--- src/rtl/peripheral_spi_master_param.sv ---
// SPI master peripheral for the J1 I/O bus. It has a configurable word width,
// SPI mode, sck divider and slave-select count, and stores received words in
// a small RX FIFO. A single engine FSM produces sck, mosi and ss. Every
// output that leaves the block is registered.
module peripheral_spi_master_param #(
   parameter int DATA_W     = 8,
   parameter int N_SS       = 4,
   parameter int FIFO_DEPTH = 4,
   parameter int DIV_RST    = 4
) (
   input  logic              clk,
   input  logic              rst,
   input  logic [15:0]       d_in,
   input  logic              cs,
   input  logic [3:0]        addr,
   input  logic              rd,
   input  logic              wr,
   output logic [15:0]       d_out,
   input  logic              miso,
   output logic              mosi,
   output logic              sck,
   output logic [N_SS-1:0]   ss
);

   localparam int PTR_W  = (FIFO_DEPTH > 1) ? $clog2(FIFO_DEPTH) : 1;
   localparam int CNT_W  = PTR_W + 1;
   localparam int HALF_W = 6;
   localparam logic [HALF_W-1:0] LAST_HALF = HALF_W'(2 * DATA_W - 1);

   typedef enum logic [1:0] {S_IDLE, S_SETUP, S_SHIFT, S_HOLD} state_t;

   state_t              state_q, state_d;
   logic [3:0]          ctrl_q, ctrl_d;
   logic [7:0]          div_q, div_d;
   logic [N_SS-1:0]     ssel_q, ssel_d;
   logic [7:0]          cnt_q, cnt_d;
   logic [HALF_W-1:0]   half_q, half_d;
   logic [7:0]          div_l_q, div_l_d;
   logic                cpha_l_q, cpha_l_d;
   logic                cpol_l_q, cpol_l_d;
   logic                lsb_l_q, lsb_l_d;
   logic                auto_l_q, auto_l_d;
   logic [DATA_W-1:0]   tx_sh_q, tx_sh_d;
   logic [DATA_W-1:0]   rx_sh_q, rx_sh_d;
   logic                sck_q, sck_d;
   logic                mosi_q, mosi_d;
   logic [N_SS-1:0]     ss_q, ss_d;
   logic                ovr_q, ovr_d;
   logic                col_q, col_d;
   logic [15:0]         dout_q, dout_d;
   logic [PTR_W-1:0]    wptr_q, wptr_d;
   logic [PTR_W-1:0]    rptr_q, rptr_d;
   logic [CNT_W-1:0]    fcount_q, fcount_d;
   logic [DATA_W-1:0]   mem_q [FIFO_DEPTH];

   logic wr_en, rd_en;
   logic wr_tx, wr_ctrl, wr_div, wr_ssel, wr_srst;
   logic rd_rx, rd_status;
   logic busy, full, empty, pop, push, push_ok;
   logic half_done, lead_ev, trail_ev, do_shift, do_sample, auto_now;
   logic [15:0] rx_head;
   logic [15:0] status_word;
   logic unused_d_in;

   assign wr_en     = cs & wr;
   assign rd_en     = cs & rd;
   assign wr_tx     = wr_en && (addr == 4'h0);
   assign wr_ctrl   = wr_en && (addr == 4'h2);
   assign wr_div    = wr_en && (addr == 4'h4);
   assign wr_ssel   = wr_en && (addr == 4'h6);
   assign wr_srst   = wr_en && (addr == 4'hC);
   assign rd_rx     = rd_en && (addr == 4'h8);
   assign rd_status = rd_en && (addr == 4'hA);

   assign busy      = (state_q != S_IDLE);
   assign full      = (fcount_q == CNT_W'(FIFO_DEPTH));
   assign empty     = (fcount_q == '0);
   assign half_done = (cnt_q == div_l_q);
   assign unused_d_in = ^d_in;

   assign d_out = dout_q;
   assign mosi  = mosi_q;
   assign sck   = sck_q;
   assign ss    = ss_q;

   function automatic logic first_bit(input logic [DATA_W-1:0] v, input logic lsb);
      return lsb ? v[0] : v[DATA_W-1];
   endfunction

   function automatic logic [DATA_W-1:0] shift_out(input logic [DATA_W-1:0] v, input logic lsb);
      return lsb ? (v >> 1) : (v << 1);
   endfunction

   function automatic logic [DATA_W-1:0] shift_in(input logic [DATA_W-1:0] v, input logic lsb,
                                                  input logic b);
      logic [DATA_W:0] t;
      if (lsb) begin
         t = {b, v};
         return t[DATA_W:1];
      end
      t = {v, b};
      return t[DATA_W-1:0];
   endfunction

   // Next-state logic: register writes, the engine FSM, the FIFO and read data
   always_comb begin
      state_d  = state_q;
      ctrl_d   = ctrl_q;
      div_d    = div_q;
      ssel_d   = ssel_q;
      cnt_d    = cnt_q;
      half_d   = half_q;
      div_l_d  = div_l_q;
      cpha_l_d = cpha_l_q;
      cpol_l_d = cpol_l_q;
      lsb_l_d  = lsb_l_q;
      auto_l_d = auto_l_q;
      tx_sh_d  = tx_sh_q;
      rx_sh_d  = rx_sh_q;
      sck_d    = sck_q;
      mosi_d   = mosi_q;
      ovr_d    = ovr_q;
      col_d    = col_q;
      dout_d   = dout_q;
      wptr_d   = wptr_q;
      rptr_d   = rptr_q;
      fcount_d = fcount_q;
      lead_ev  = 1'b0;
      trail_ev = 1'b0;
      push     = 1'b0;
      rx_head  = '0;
      rx_head[DATA_W-1:0] = mem_q[rptr_q];
      status_word = {6'd0, 5'(fcount_q), col_q, ovr_q, full, ~empty, busy};

      if (wr_ctrl) ctrl_d = d_in[3:0];
      if (wr_div)  div_d  = d_in[7:0];
      if (wr_ssel) ssel_d = d_in[N_SS-1:0];

      // Mode, divider and word are frozen at start so mid-transfer writes
      // to CTRL or DIV only take effect on the next transfer.
      unique case (state_q)
         S_IDLE: begin
            sck_d = ctrl_q[1];
            if (wr_tx) begin
               state_d  = S_SETUP;
               cnt_d    = '0;
               half_d   = '0;
               div_l_d  = div_q;
               cpha_l_d = ctrl_q[0];
               cpol_l_d = ctrl_q[1];
               lsb_l_d  = ctrl_q[2];
               auto_l_d = ctrl_q[3];
               rx_sh_d  = '0;
               tx_sh_d  = d_in[DATA_W-1:0];
               if (!ctrl_q[0]) begin
                  mosi_d  = first_bit(d_in[DATA_W-1:0], ctrl_q[2]);
                  tx_sh_d = shift_out(d_in[DATA_W-1:0], ctrl_q[2]);
               end
            end
         end
         S_SETUP: begin
            if (half_done) begin
               state_d = S_SHIFT;
               cnt_d   = '0;
               half_d  = '0;
               sck_d   = ~cpol_l_q;
               lead_ev = 1'b1;
            end else begin
               cnt_d = cnt_q + 8'd1;
            end
         end
         S_SHIFT: begin
            if (half_done) begin
               cnt_d = '0;
               if (half_q == LAST_HALF) begin
                  state_d = S_HOLD;
               end else begin
                  half_d = half_q + HALF_W'(1);
                  sck_d  = ~sck_q;
                  if (half_q[0]) lead_ev = 1'b1;
                  else           trail_ev = 1'b1;
               end
            end else begin
               cnt_d = cnt_q + 8'd1;
            end
         end
         S_HOLD: begin
            if (half_done) begin
               state_d = S_IDLE;
               cnt_d   = '0;
               push    = 1'b1;
            end else begin
               cnt_d = cnt_q + 8'd1;
            end
         end
         default: state_d = S_IDLE;
      endcase

      do_shift  = cpha_l_q ? lead_ev : trail_ev;
      do_sample = cpha_l_q ? trail_ev : lead_ev;
      if (do_shift) begin
         mosi_d  = first_bit(tx_sh_q, lsb_l_q);
         tx_sh_d = shift_out(tx_sh_q, lsb_l_q);
      end
      if (do_sample) rx_sh_d = shift_in(rx_sh_q, lsb_l_q, miso);

      // A full FIFO still accepts a push when the same cycle pops a word.
      pop     = rd_rx && !empty;
      push_ok = push && (!full || pop);
      if (push_ok) wptr_d = wptr_q + PTR_W'(1);
      if (pop)     rptr_d = rptr_q + PTR_W'(1);
      fcount_d = fcount_q + CNT_W'(push_ok) - CNT_W'(pop);

      ovr_d = (ovr_q & ~rd_status) | (push & ~push_ok);
      col_d = (col_q & ~rd_status) | (wr_tx & busy);

      if (rd_en) begin
         case (addr)
            4'h8:    dout_d = empty ? 16'd0 : rx_head;
            4'hA:    dout_d = status_word;
            default: dout_d = 16'd0;
         endcase
      end

      auto_now = (state_q == S_IDLE) ? ctrl_q[3] : auto_l_q;
      ss_d = (auto_now && (state_d == S_IDLE)) ? '1 : ~ssel_q;

      // Soft reset flushes the engine and FIFO but keeps CTRL, DIV and SSEL.
      if (wr_srst) begin
         state_d  = S_IDLE;
         cnt_d    = '0;
         half_d   = '0;
         tx_sh_d  = '0;
         rx_sh_d  = '0;
         sck_d    = ctrl_q[1];
         mosi_d   = 1'b0;
         ss_d     = '1;
         ovr_d    = 1'b0;
         col_d    = 1'b0;
         dout_d   = '0;
         wptr_d   = '0;
         rptr_d   = '0;
         fcount_d = '0;
      end
   end

   // State registers for the register file, engine and FIFO control
   always_ff @(posedge clk) begin
      if (rst) begin
         state_q  <= S_IDLE;
         ctrl_q   <= '0;
         div_q    <= 8'(DIV_RST);
         ssel_q   <= '0;
         cnt_q    <= '0;
         half_q   <= '0;
         div_l_q  <= '0;
         cpha_l_q <= 1'b0;
         cpol_l_q <= 1'b0;
         lsb_l_q  <= 1'b0;
         auto_l_q <= 1'b0;
         tx_sh_q  <= '0;
         rx_sh_q  <= '0;
         sck_q    <= 1'b0;
         mosi_q   <= 1'b0;
         ss_q     <= '1;
         ovr_q    <= 1'b0;
         col_q    <= 1'b0;
         dout_q   <= '0;
         wptr_q   <= '0;
         rptr_q   <= '0;
         fcount_q <= '0;
      end else begin
         state_q  <= state_d;
         ctrl_q   <= ctrl_d;
         div_q    <= div_d;
         ssel_q   <= ssel_d;
         cnt_q    <= cnt_d;
         half_q   <= half_d;
         div_l_q  <= div_l_d;
         cpha_l_q <= cpha_l_d;
         cpol_l_q <= cpol_l_d;
         lsb_l_q  <= lsb_l_d;
         auto_l_q <= auto_l_d;
         tx_sh_q  <= tx_sh_d;
         rx_sh_q  <= rx_sh_d;
         sck_q    <= sck_d;
         mosi_q   <= mosi_d;
         ss_q     <= ss_d;
         ovr_q    <= ovr_d;
         col_q    <= col_d;
         dout_q   <= dout_d;
         wptr_q   <= wptr_d;
         rptr_q   <= rptr_d;
         fcount_q <= fcount_d;
      end
   end

   // FIFO storage; stale contents are harmless because the pointers gate them
   always_ff @(posedge clk) begin
      if (push_ok) mem_q[wptr_q] <= rx_sh_q;
   end

endmodule
--- config.mk ---
export PLATFORM = sky130hd
export DESIGN_NAME = peripheral_spi_master_param
export DESIGN_NICKNAME = d
export VERILOG_FILES = /design/src/rtl/peripheral_spi_master_param.sv
export SDC_FILE = /design/constraint.sdc
export NUM_CORES = 1
export LEC_CHECK = 0
export ABC_AREA = 1
export CORE_MARGIN = 4
export CORE_UTILIZATION = 41
export DETAILED_ROUTE_END_ITERATION = 16
export RECOVER_POWER = 50
export SLEW_MARGIN = 15
export SYNTH_ARGS = -nofsm -noshare
export SYNTH_HDL_FRONTEND = slang
export SYNTH_SLANG_ARGS = --single-unit
--- constraint.sdc ---
create_clock -name clk -period 8.75 [get_ports clk]
set_input_delay 2.625 -clock clk [delete_from_list [all_inputs] [get_ports clk]]
set_output_delay 2.625 -clock clk [all_outputs]
set_load 0.01 [all_outputs]
==> impl_metrics.json <==
{
  "outcome": "finished, violations left",
  "violations": "max-capacitance violations, max-slew violations",
  "setup_tns_ps": 0,
  "setup_viol": 0,
  "finalNetCount": 759,
  "worstSkewPairLatency_ps": 410,
  "dieWidth_um": 124.8,
  "ios": 48,
  "cts_hold_buf": 0,
  "grt_max_degree": 37,
  "die-area_um2": 15580,
  "cts_setup_buffers": 0,
  "yosysWarnings": 0,
  "drc_errors": 0,
  "synthCells": 691,
  "hpwl_um": 8729,
  "root_buffer": "clkbuf_16",
  "cp_max_fo": 34,
  "viasPerCell": 5.131,
  "rsz0062_at_grt": "no",
  "vdd_drop_max_uv": 118.7,
  "hold_viol_final": 0,
  "drt_iter0_drc": 321,
  "start_kind": "primary input",
  "fin_skew_ps": 11.66,
  "grt_overflow_total": 0,
  "rrSetupSlack_ps": 5410,
  "synth.yosys.seq_area_share": 0.4760,
  "worstSetupPathType": "primary input to flip-flop",
  "syn_to_final_growth_pct": 17.67,
  "worstMarginPinSlew_ps": 1678,
  "hold_path.class": "flip-flop to flip-flop",
  "synthFlopType": "dfxtp_1",
  "seqCellArea_um2": 2663,
  "grt_pass1_vias": 4507,
  "diodes": 0,
  "fillCellCount": 1285,
  "ys_types": 47,
  "syn_area_um2": 5594,
  "slowest_delay_ps": 1210,
  "fin_crit_ps": 5740,
  "clkTransAtPathRegs_ps": 50,
  "power.total_mw": 1.659,
  "ant_nets": 0,
  "synth_common_cells": "nand2_1, dfxtp_1, nor2_1",
  "multi_input_comb_area_um2": 2509,
  "synth.most_common_cell": "nand2_1",
  "crit_path_cell_trace": "dlygate4sd3_1 > inv_1 > nand2_1 > nor2_1 > nand2_1 > inv_1 > nand2_1 > clkbuf_1 > inv_1 > o221ai_1 > nand2_1 > nand2_1 > a21oi_1",
  "cts-resized-gates": 0,
  "required_ps": 9010,
  "ys_async_sr_fraction": 0,
  "h-tree-depth": 4,
  "core_area_um2": 13300,
  "grt_pass1_wl_um": 21300,
  "cts_tree": "yes",
  "syn_avg_cell_area_um2": 8.096,
  "p_leak_nw": 2.541,
  "synth_area_leaders": "dfxtp_1, edfxtp_1, nand2_1",
  "path_buf_inv": 5,
  "track_usage": 0.1678,
  "synth_top_area_share": 0.3042,
  "drv_cap": 1,
  "crit_top_cell": "nand2_1",
  "wirelength_um": 12650,
  "crit_family": "buffers and inverters",
  "start_util": 0.4208,
  "synth_top_area_cell": "dfxtp_1",
  "cts_buffers": 17,
  "first_pass_iters": 4,
  "maxSlewHeadroom": -0.1187,
  "clkSinkCount": 117,
  "ys_ff_latch": 117,
  "rows": 42,
  "globalplace.congestion": 0.8459,
  "finalCritPeriodShare": 0.6560,
  "arrival_ps": 6000,
  "io_buffers": 31,
  "layout-drive-gt1-share": 0.08880,
  "wire_per_inst_um": 13.93,
  "drv_slew": 35,
  "max_freq_ghz": 0.1742,
  "synth_enable_flop_cells": 32,
  "crit_path_top_delay_cell": "clkbuf_1",
  "crit_path_end_kind": "flip-flop",
  "vias": 4659,
  "clk_path_buf_depth": 2,
  "antenna_found_initial": 0,
  "cellPowerDensity_nw_per_um2": 252.0,
  "dieHeight_um": 124.8
}
## cell usage in the layout (no fill, tap or decap), types with 6 or more instances in the layout
cell / netlist / final
nand2_2: 7 / 6
nor3_1: 8 / 9
conb_1: 1 / 8
edfxtp_1: 32 / 32
o32ai_1: 8 / 8
nand3_1: 20 / 20
inv_1: 58 / 61
nand4_1: 11 / 11
dfxtp_1: 85 / 85
a22oi_1: 10 / 10
a21oi_1: 60 / 65
nor2_1: 76 / 77
clkbuf_16: 0 / 17
clkdlybuf4s50_1: 0 / 15
nand2_1: 146 / 147
ha_1: 13 / 13
o21ai_0: 50 / 50
nand3_2: 8 / 8
dlygate4sd3_1: 0 / 16
## through the flow
step                std cells  hold slack, ps  area (um2)  setup WS [ps]    util
finish                    908           388.1        6583           3010  0.4951
global route              908           413.4        6583           2564  0.4951
floorplan                 698           363.1        5620           4142       -
detailed placement        876           379.7        6001           3055  0.4513
CTS                       908           388.3        6615           3522  0.4976
global placement          876           377.3        6001           3127  0.4513
## layout make-up
cell class	count	area share
multi-input combinational	481	0.3811
inverter	70	0.03992
sequential	117	0.4045
clock inverter	13	0.02756
clock buffer	19	0.06577
tap	176	0.03345
timing repair buffer	32	0.04771
## final timing paths
check	end	start	cells past startpoint
setup / recovery	tx_sh_q[6]$_SDFFE_PP0P_	addr[1]	13
hold / removal	ss[2]$_SDFF_PP1_	ssel_q[2]$_SDFFE_PP0P_	1
setup reg to reg	tx_sh_q[6]$_SDFFE_PP0P_	state_q[1]$_SDFF_PP0_	9
hold reg to reg	ss[2]$_SDFF_PP1_	ssel_q[2]$_SDFFE_PP0P_	1
## registers in the layout (all words and copies together) (netlist names), 3 cells and up, named ones only
signal / flops
cnt_q: 8
div_l_q: 8
ss: 4
d_out: 8
fcount_q: 3
ssel_q: 4
div_q: 8
half_q: 6
tx_sh_q: 8
rx_sh_q: 8
ctrl_q: 4
mem_q: 32
## worst reg2reg max path, stage by stage, from the launching register on
cell	delay, ps
dfxtp_1	410
inv_1	110
ha_1	270
nand2_1	90
clkbuf_1	1210
inv_1	630
o221ai_1	260
nand2_1	90
nand2_1	60
a21oi_1	50
## layer usage
metal,global-route usage,vias up,share of wire
met5,0,-,0
met4,0.07589,0,0.021
met3,0.04631,22,0.040
met2,0.2735,104,0.48
met1,0.2069,2182,0.46
li1,-,2351,-
## power breakdown
part	internal, mW	total [mW]	switching, mW
registers	0.584	0.610	0.0259
clock network	0.476	0.723	0.248
logic	0.109	0.326	0.217
total	1.17	1.66	0.490
## cell families after synthesis
group,synth area share
flops,0.4760
buf+inv,0.07515
simple gates,0.2380
mux,0.005368
other cells,0.0006703
fa+ha+maj,0.03266
compound gates,0.1581
xor+xnor,0.01409
(Power assumes the default switching activity.)
